$ cat config.mk
export PLATFORM = sky130hd
export DESIGN_NAME = hdmi_i2c_config_sequencer
export DESIGN_NICKNAME = d
export VERILOG_FILES = /design/src/rtl/hdmi_i2c_config_sequencer.sv
export SDC_FILE = /design/constraint.sdc
export NUM_CORES = 1
export LEC_CHECK = 0
export CAP_MARGIN = 20
export CORE_MARGIN = 3
export CORE_UTILIZATION = 48
export DETAILED_ROUTE_END_ITERATION = 8
export GPL_TIMING_DRIVEN = 0
export MAX_ROUTING_LAYER = met4
export PLACE_DENSITY = 0.84
export SLEW_MARGIN = 20
export SYNTH_ARGS = -nofsm -noshare
export SYNTH_HDL_FRONTEND = slang
export SYNTH_SLANG_ARGS = --single-unit
$ cat constraint.sdc
create_clock -name clk_50k -period 2.2 [get_ports clk_50k]
set_clock_uncertainty 0.1 [all_clocks]
set_input_delay 0.33 -clock clk_50k [delete_from_list [all_inputs] [get_ports clk_50k]]
set_output_delay 0.33 -clock clk_50k [all_outputs]
set_load 0.01 [all_outputs]
$ cat src/rtl/hdmi_i2c_config_sequencer.sv
// Walks an external register-write table and issues one 3-byte I2C write per entry
// (address, register, value) through i2c_master_top, retrying NACKed or hung writes.
module hdmi_i2c_config_sequencer #(
  parameter int         NUM_WRITES  = 32,
  parameter logic [6:0] SLAVE_ADDR  = 7'h39,
  parameter int         MAX_RETRIES = 3,
  parameter int         TIMEOUT     = 200,
  parameter int         STOP_GAP    = 8
) (
  input  logic                          clk_50k,
  input  logic                          reset_n,
  input  logic                          go,
  output logic                          busy,
  output logic                          cfg_done,
  output logic                          cfg_error,
  output logic [$clog2(NUM_WRITES)-1:0] err_index,
  output logic [$clog2(NUM_WRITES)-1:0] cfg_index,
  input  logic [7:0]                    cfg_reg,
  input  logic [7:0]                    cfg_val,
  output logic                          i2c_reset,
  output logic                          i2c_start,
  output logic [6:0]                    i2c_slave_address,
  output logic                          i2c_read_write,
  output logic [7:0]                    i2c_data,
  output logic [2:0]                    i2c_byte_num,
  input  logic                          i2c_done,
  input  logic                          i2c_fail
);

  localparam int IDX_W = $clog2(NUM_WRITES);
  localparam int RTY_W = (MAX_RETRIES > 0) ? $clog2(MAX_RETRIES + 1) : 1;
  localparam int TMO_W = $clog2(TIMEOUT + 1);
  localparam int GAP_W = (STOP_GAP > 2) ? $clog2(STOP_GAP + 1) : 2;

  localparam logic [IDX_W-1:0] LAST_IDX = IDX_W'(NUM_WRITES - 1);
  localparam logic [RTY_W-1:0] RTY_MAX  = RTY_W'(MAX_RETRIES);
  localparam logic [TMO_W-1:0] TMO_LAST = TMO_W'(TIMEOUT - 1);
  localparam logic [GAP_W-1:0] GAP_LAST = GAP_W'(STOP_GAP - 1);
  localparam logic [GAP_W-1:0] RCV_LAST = GAP_W'(1);

  typedef enum logic [2:0] {
    S_IDLE,
    S_LOAD,
    S_START,
    S_WAIT_REG,
    S_WAIT_VAL,
    S_GAP,
    S_ADVANCE,
    S_RECOVER
  } state_t;

  state_t             r_state, w_state_next;
  logic               r_busy, w_busy_next;
  logic               r_done, w_done_next;
  logic               r_error, w_error_next;
  logic [IDX_W-1:0]   r_err_index, w_err_index_next;
  logic [IDX_W-1:0]   r_index, w_index_next;
  logic               r_byte_sel, w_byte_sel_next;
  logic [RTY_W-1:0]   r_retry, w_retry_next;
  logic [TMO_W-1:0]   r_tmo, w_tmo_next;
  logic [GAP_W-1:0]   r_gap, w_gap_next;
  logic [1:0]         r_rst_hold;
  logic               w_start;
  logic [TMO_W-1:0]   w_tmo_inc;
  logic               w_tmo_hit;

  assign w_tmo_inc = (r_tmo == {TMO_W{1'b1}}) ? r_tmo : r_tmo + 1'b1;
  assign w_tmo_hit = (r_tmo >= TMO_LAST);

  always_ff @(posedge clk_50k) begin
    if (!reset_n) begin
      r_state     <= S_IDLE;
      r_busy      <= 1'b0;
      r_done      <= 1'b0;
      r_error     <= 1'b0;
      r_err_index <= '0;
      r_index     <= '0;
      r_byte_sel  <= 1'b0;
      r_retry     <= '0;
      r_tmo       <= '0;
      r_gap       <= '0;
      r_rst_hold  <= 2'd2;
    end else begin
      r_state     <= w_state_next;
      r_busy      <= w_busy_next;
      r_done      <= w_done_next;
      r_error     <= w_error_next;
      r_err_index <= w_err_index_next;
      r_index     <= w_index_next;
      r_byte_sel  <= w_byte_sel_next;
      r_retry     <= w_retry_next;
      r_tmo       <= w_tmo_next;
      r_gap       <= w_gap_next;
      if (r_rst_hold != 2'd0) begin
        r_rst_hold <= r_rst_hold - 2'd1;
      end
    end
  end

  always_comb begin
    w_state_next     = r_state;
    w_busy_next      = r_busy;
    w_done_next      = r_done;
    w_error_next     = r_error;
    w_err_index_next = r_err_index;
    w_index_next     = r_index;
    w_byte_sel_next  = r_byte_sel;
    w_retry_next     = r_retry;
    w_tmo_next       = r_tmo;
    w_gap_next       = r_gap;
    w_start          = 1'b0;
    case (r_state)
      S_IDLE: begin
        if (go) begin
          w_done_next  = 1'b0;
          w_error_next = 1'b0;
          w_retry_next = '0;
          w_index_next = '0;
          w_busy_next  = 1'b1;
          w_state_next = S_LOAD;
        end
      end
      S_LOAD: begin
        w_byte_sel_next = 1'b0;
        w_tmo_next      = '0;
        w_state_next    = S_START;
      end
      S_START: begin
        w_start      = 1'b1;
        w_state_next = S_WAIT_REG;
      end
      // A NACK outranks a done in the same cycle; a done outranks an expiring timeout.
      S_WAIT_REG: begin
        if (i2c_fail) begin
          w_gap_next   = '0;
          w_state_next = S_RECOVER;
        end else if (i2c_done) begin
          w_byte_sel_next = 1'b1;
          w_tmo_next      = '0;
          w_state_next    = S_WAIT_VAL;
        end else if (w_tmo_hit) begin
          w_gap_next   = '0;
          w_state_next = S_RECOVER;
        end else begin
          w_tmo_next = w_tmo_inc;
        end
      end
      S_WAIT_VAL: begin
        if (i2c_fail) begin
          w_gap_next   = '0;
          w_state_next = S_RECOVER;
        end else if (i2c_done) begin
          w_gap_next   = '0;
          w_state_next = S_GAP;
        end else if (w_tmo_hit) begin
          w_gap_next   = '0;
          w_state_next = S_RECOVER;
        end else begin
          w_tmo_next = w_tmo_inc;
        end
      end
      S_GAP: begin
        if (r_gap == GAP_LAST) begin
          w_state_next = S_ADVANCE;
        end else begin
          w_gap_next = r_gap + 1'b1;
        end
      end
      S_ADVANCE: begin
        if (r_index == LAST_IDX) begin
          w_done_next  = 1'b1;
          w_busy_next  = 1'b0;
          w_state_next = S_IDLE;
        end else begin
          w_index_next = r_index + 1'b1;
          w_retry_next = '0;
          w_state_next = S_LOAD;
        end
      end
      // Two cycles of master reset, which also drops its sticky fail flag.
      S_RECOVER: begin
        if (r_gap == RCV_LAST) begin
          if (r_retry < RTY_MAX) begin
            w_retry_next = r_retry + 1'b1;
            w_state_next = S_LOAD;
          end else begin
            w_error_next     = 1'b1;
            w_err_index_next = r_index;
            w_busy_next      = 1'b0;
            w_state_next     = S_IDLE;
          end
        end else begin
          w_gap_next = r_gap + 1'b1;
        end
      end
      default: w_state_next = S_IDLE;
    endcase
  end

  assign busy              = r_busy;
  assign cfg_done          = r_done;
  assign cfg_error         = r_error;
  assign err_index         = r_err_index;
  assign cfg_index         = r_index;
  assign i2c_start         = w_start;
  assign i2c_reset         = ~reset_n | (r_rst_hold != 2'd0) | (r_state == S_RECOVER);
  assign i2c_slave_address = SLAVE_ADDR;
  assign i2c_read_write    = 1'b0;
  assign i2c_byte_num      = 3'd2;
  // Data bus is parked at zero while idle so it reads cleanly out of reset.
  assign i2c_data          = (r_state == S_IDLE) ? 8'h00 : (r_byte_sel ? cfg_val : cfg_reg);

endmodule

After elaboration in Yosys (flattened, before gate mapping)
Index checks and enable logic that the tools add are counted.

Bits in registers: 33. Output and inout bits: 34. Logic and storage cells: 116.

Add/subtract/negate cells: 5. Magnitude comparators: 2. Equality and inequality tests: 25. Mux-type cells: 51. Bitwise operators: 4. Reductions and logical operators: 18.

Operators with widths (number): 2-to-1 mux 8 bit (8); 2-to-1 mux 4 bit (7); inequality test 2 bit (second input constant) (13); 2-to-1 mux 3 bit (8); one-hot mux 3 bit (8 select lines) (1); one-hot mux 8 bit (3 select lines) (1); one-hot mux 4 bit (4 select lines) (1); AND reduction 3 bit (5); 2-to-1 mux 1 bit (13); == test 3 bit (second input constant) (4); AND reduction 4 bit (3); 2-to-1 mux 5 bit (2); one-hot mux 5 bit (2 select lines) (1); AND reduction 5 bit (2); adder 8 x 1 -> 8 bit (second input constant) (1); == test 8 bit (second input constant) (1); greater-or-equal comparator 8 bit (second input constant) (1); 2-to-1 mux 2 bit (4); nonzero test 2 bit (4); == test 3 x 2 -> 1 bit (second input constant) (2); one-hot mux 1 bit (2 select lines) (3); one-hot mux 2 bit (3 select lines) (1); nonzero test 3 bit (2); adder 5 x 1 -> 5 bit (second input constant) (1); other kinds (14) (16).

Longest topological paths before layout
Depth in word-level cells: 6. Depth in mapped cells: 8.

Least setup slack after synthesis
OpenSTA, ideal clock, no wires.

Kind: register to register. From: register r_index[0], in the netlist cfg_index[0]. To: register r_retry[1]. Arrival: 1.630 ns. Data required time: 1.972 ns. Setup slack: 0.342 ns. Cell stages (with the launch flop): 9. Buffers on the path: 0. Cell sequence: dfxtp_1 > ha_1 > and3_1 > ha_1 > nand3b_1 > a21oi_2 > a31oi_1 > a22oi_1 > nor2_1.

Cells in the longest elaborated chain, start to end: 3.

Ends and longest elaborated chain: from (decl) (RTL line 57) `logic [IDX_W-1:0] r_index, w_index_next;`; from (signal assigned) (RTL line 89) `r_index <= w_index_next;`; == test 5 bit (RTL line 170) `if (r_index == LAST_IDX) begin`; inequality test 2 bit (no source line); AND reduction 5 bit (no source line); to (signal assigned) (RTL line 91) `r_retry <= w_retry_next;`; to (decl) (RTL line 59) `logic [RTY_W-1:0] r_retry, w_retry_next;`.

No other way between the ends. A chain may end at the register's enable or synchronous reset.

Worst setup path in the final report
From: register r_state[0]. To: output port i2c_start.

Cells in the longest elaborated chain, start to end: 2.

Ends and longest elaborated chain: from (decl) (RTL line 52) `state_t r_state, w_state_next;`; from (signal assigned) (RTL line 84) `r_state <= w_state_next;`; == test 3 x 2 -> 1 bit (RTL line 112) `case (r_state)`; 2-to-1 mux 1 bit (RTL line 112); to (decl) (RTL line 21) `output logic i2c_start,`.

No other way between the ends.

==> results.toml <==
[setup_path]
arrival_ns = 1.68
worstRegToRegCells = 8
critPathLaunchType = "register"
crit_type = "reg2out"
crit_required_ns = 1.77
worstReg2RegStart = "cfg_index[0]$_SDFFE_PN0P_"
rr_endpoint = "r_retry[1]$_SDFFE_PN0P_"
critPathMaxFanout = 10
worst_setup_path_end_kind = "output pin"
reg2reg_slack_ns = 0.18

[floorplan]
dieArea_um2 = 4940
io_pins = 55
dieHeight_um = 70.3
initial_core_util_pct = 51.9
rows = 22
die_w_um = 70.3
coreArea_um2 = 3830

[placed_design]
dp_hpwl_mm = 3.47
dp.cells = 346
gp_congestion = 0.937
dp_slack_ns = -0.373
io_buffers = 43

[synth]
yosys-top-cells-area = "dfxtp_1 33%, nor2_1 6.6%, a21oi_1 5.0%"
synthesis.area_um2 = 1990
synth_enable_flop_cells = 0
ys_seq_elements = 33
ys_warn_count = 0
syn_inst = 246
async_flop_share_pct = 0
ys_top_cells_by_count = "35 x nor2_1, 33 x dfxtp_1, 24 x nand2_1"
synth_top_area_share_pct = 33.3
ys_types = 53
ys_seq_area_share_pct = 33.3
synth.most_common_cell = "nor2_1"
yosys.area.top_type = "dfxtp_1"
synth_area_per_cell_um2 = 8.07
synthFlopType = "dfxtp_1"

[timing]
max_slew_margin_pct = 57.0
hold_violations = 0
setup_violations = 0
period_share_pct = 95.9
min_period_ns = 2.11
setup_ws_ns = 0.0903
final_max_slew_viol_count = 0
fmax_ghz = 0.474
tightest_slew_ns = 0.639
rsz0062_at_grt = "false"

[grt]
grt_pass1_wl_mm = 7.51
grt-ovfl-total = 0
grt.total_usage_pct = 19.1
antenna_found_initial = 0
grt_pass1_vias = 1655
grt_max_degree = 20

[power]
p_leak_uw = 0.00104
p_per_area_nw_per_um2 = 584
peakVddDrop_mv = 0.431

[drt]
drc = 0
wl_per_cell_um = 12.7
ant_nets = 0
first_pass_iters = 4
via_per_inst = 5.35
vias = 1877
wirelength_mm = 4.46
first_iter_violations = 98

[cells_and_area]
n_fill_cell = 328
stdcell_count = 351
layout-drive-gt1-share_pct = 13.5
antenna_cells = 0
syn_to_final_growth_pct = 32.6
nets = 331

[clock_network]
cts_buffers = 5
cts_hold_buffers = 0
clock-sinks = 33
tritoncts = "yes"
cts-root-buf = "clkbuf_8"
clock_path_buffers = 2
path_clk_slew_ns = 0.07
clock_latency_ns = 0.28
h-tree-depth = 2

[worst_hold_path]
hp-start = "cfg_error$_SDFFE_PN0P_"
hold_path.class = "reg2reg"
worstHoldPathCells = 2
min_to = "cfg_error$_SDFFE_PN0P_"

[outcome]
status = "finished, final reports clean"

[flow_run]
drv_cap = 0
through the flow:
stage	total power, µW	hold slack (ns)	utilization (%)	area, µm²	setup TNS, ns
2_1_floorplan	926	0.339	-	2020	0
6_report	1540	0.350	68.8	2630	0
5_1_grt	1620	0.377	68.8	2630	0
4_1_cts	1540	0.351	68.6	2630	0
3_5_place_dp	1080	0.340	65.6	2510	-3.00
3_3_place_gp	1070	0.333	65.6	2510	-2.75
how the worst max path moves through the flow:
stage	start	end	slack [ns]	cells after the start
final	r_state[0]$_SDFFE_PN0P_	i2c_start	0.09	4
after global routing	r_state[0]$_SDFFE_PN0P_	i2c_start	0.02	4
after CTS	reset_n	i2c_reset	0.03	4
after detailed placement	r_state[0]$_SDFFE_PN0P_	i2c_data[4]	-0.37	5
after global placement	r_state[0]$_SDFFE_PN0P_	i2c_data[5]	-0.33	5
after floorplan	cfg_index[0]$_SDFFE_PN0P_	r_retry[1]$_SDFFE_PN0P_	0.34	8
cells in the final DEF (no fill, tap or decap), types with 3 or more instances in the layout:
| cell | instances |
|---|---|
| mux2i_1 | 9 |
| buf_4 | 12 |
| nand3_1 | 9 |
| clkdlybuf4s50_1 | 34 |
| buf_6 | 4 |
| nand2b_1 | 5 |
| xor2_1 | 5 |
| nand2_1 | 24 |
| ha_1 | 7 |
| clkbuf_8 | 6 |
| nor2_1 | 35 |
| conb_1 | 11 |
| a211oi_1 | 3 |
| dlygate4sd2_1 | 8 |
| nor3_1 | 5 |
| a21oi_1 | 20 |
| a22oi_1 | 3 |
| a31oi_1 | 3 |
| nand4_1 | 3 |
| a21o_1 | 4 |
| dfxtp_1 | 32 |
| o21ai_0 | 10 |
| inv_1 | 7 |
metal layers:
layer | GRT usage (%) | wire length [µm]
met5 | - | 0
met4 | 7.45 | 55
met3 | 4.89 | 334
met2 | 29.5 | 2000
met1 | 23.7 | 2060
cells by family (layout without fill, tap and decap cells):
group,after synthesis,count (layout),synth area share (%)
buffers and inverters,29,77,8.70
and+or+nand+nor,100,100,25.1
DFF,33,33,33.3
AOI/OAI and AO/OA,58,58,20.0
other,2,11,0.378
xor gates and xnor gates,7,7,3.09
adders and majority gates,7,7,4.41
muxes,10,10,5.10
state kept, by name, summed over array words and instances, names as in the netlist:
signal      cells
r_rst_hold      2
cfg_done        1
r_retry         2
busy            1
r_state         3
r_byte_sel      1
cfg_error       1
r_tmo           8
cfg_index       5
r_gap           4
err_index       5
area by class of cell:
| class | count | area, µm² | share of cell area [%] |
|---|---|---|---|
| inverter | 8 | 30.0 | 1.14 |
| sequential | 33 | 664 | 25.2 |
| buffer | 18 | 143 | 5.42 |
| clock buffer | 6 | 82.6 | 3.14 |
| tap | 48 | 60.1 | 2.28 |
| clock inverter | 1 | 7.51 | 0.285 |
| multi-input combinational | 193 | 1200 | 45.7 |
| timing repair buffer | 44 | 443 | 16.8 |
worst max-delay path, cell delays in order, from the launching register on:
cell and delay (ns):
dfxtp_4 0.36, buf_6 0.15, nand2b_1 0.18, nor2_1 0.14
clkdlybuf4s50_1 0.56
where the power goes:
| part | switching [µW] | internal, µW |
|---|---|---|
| registers | 25.6 | 630 |
| clock network | 215 | 247 |
| logic | 201 | 218 |
| total | 442 | 1090 |
timing repair:
action	in CTS	in global routing
endpoints found under the setup margin	9	1
pin swaps	1	0
resized for setup	17	3
buffers inserted	1	0
No activity file was read; power rests on OpenSTA's default activity.
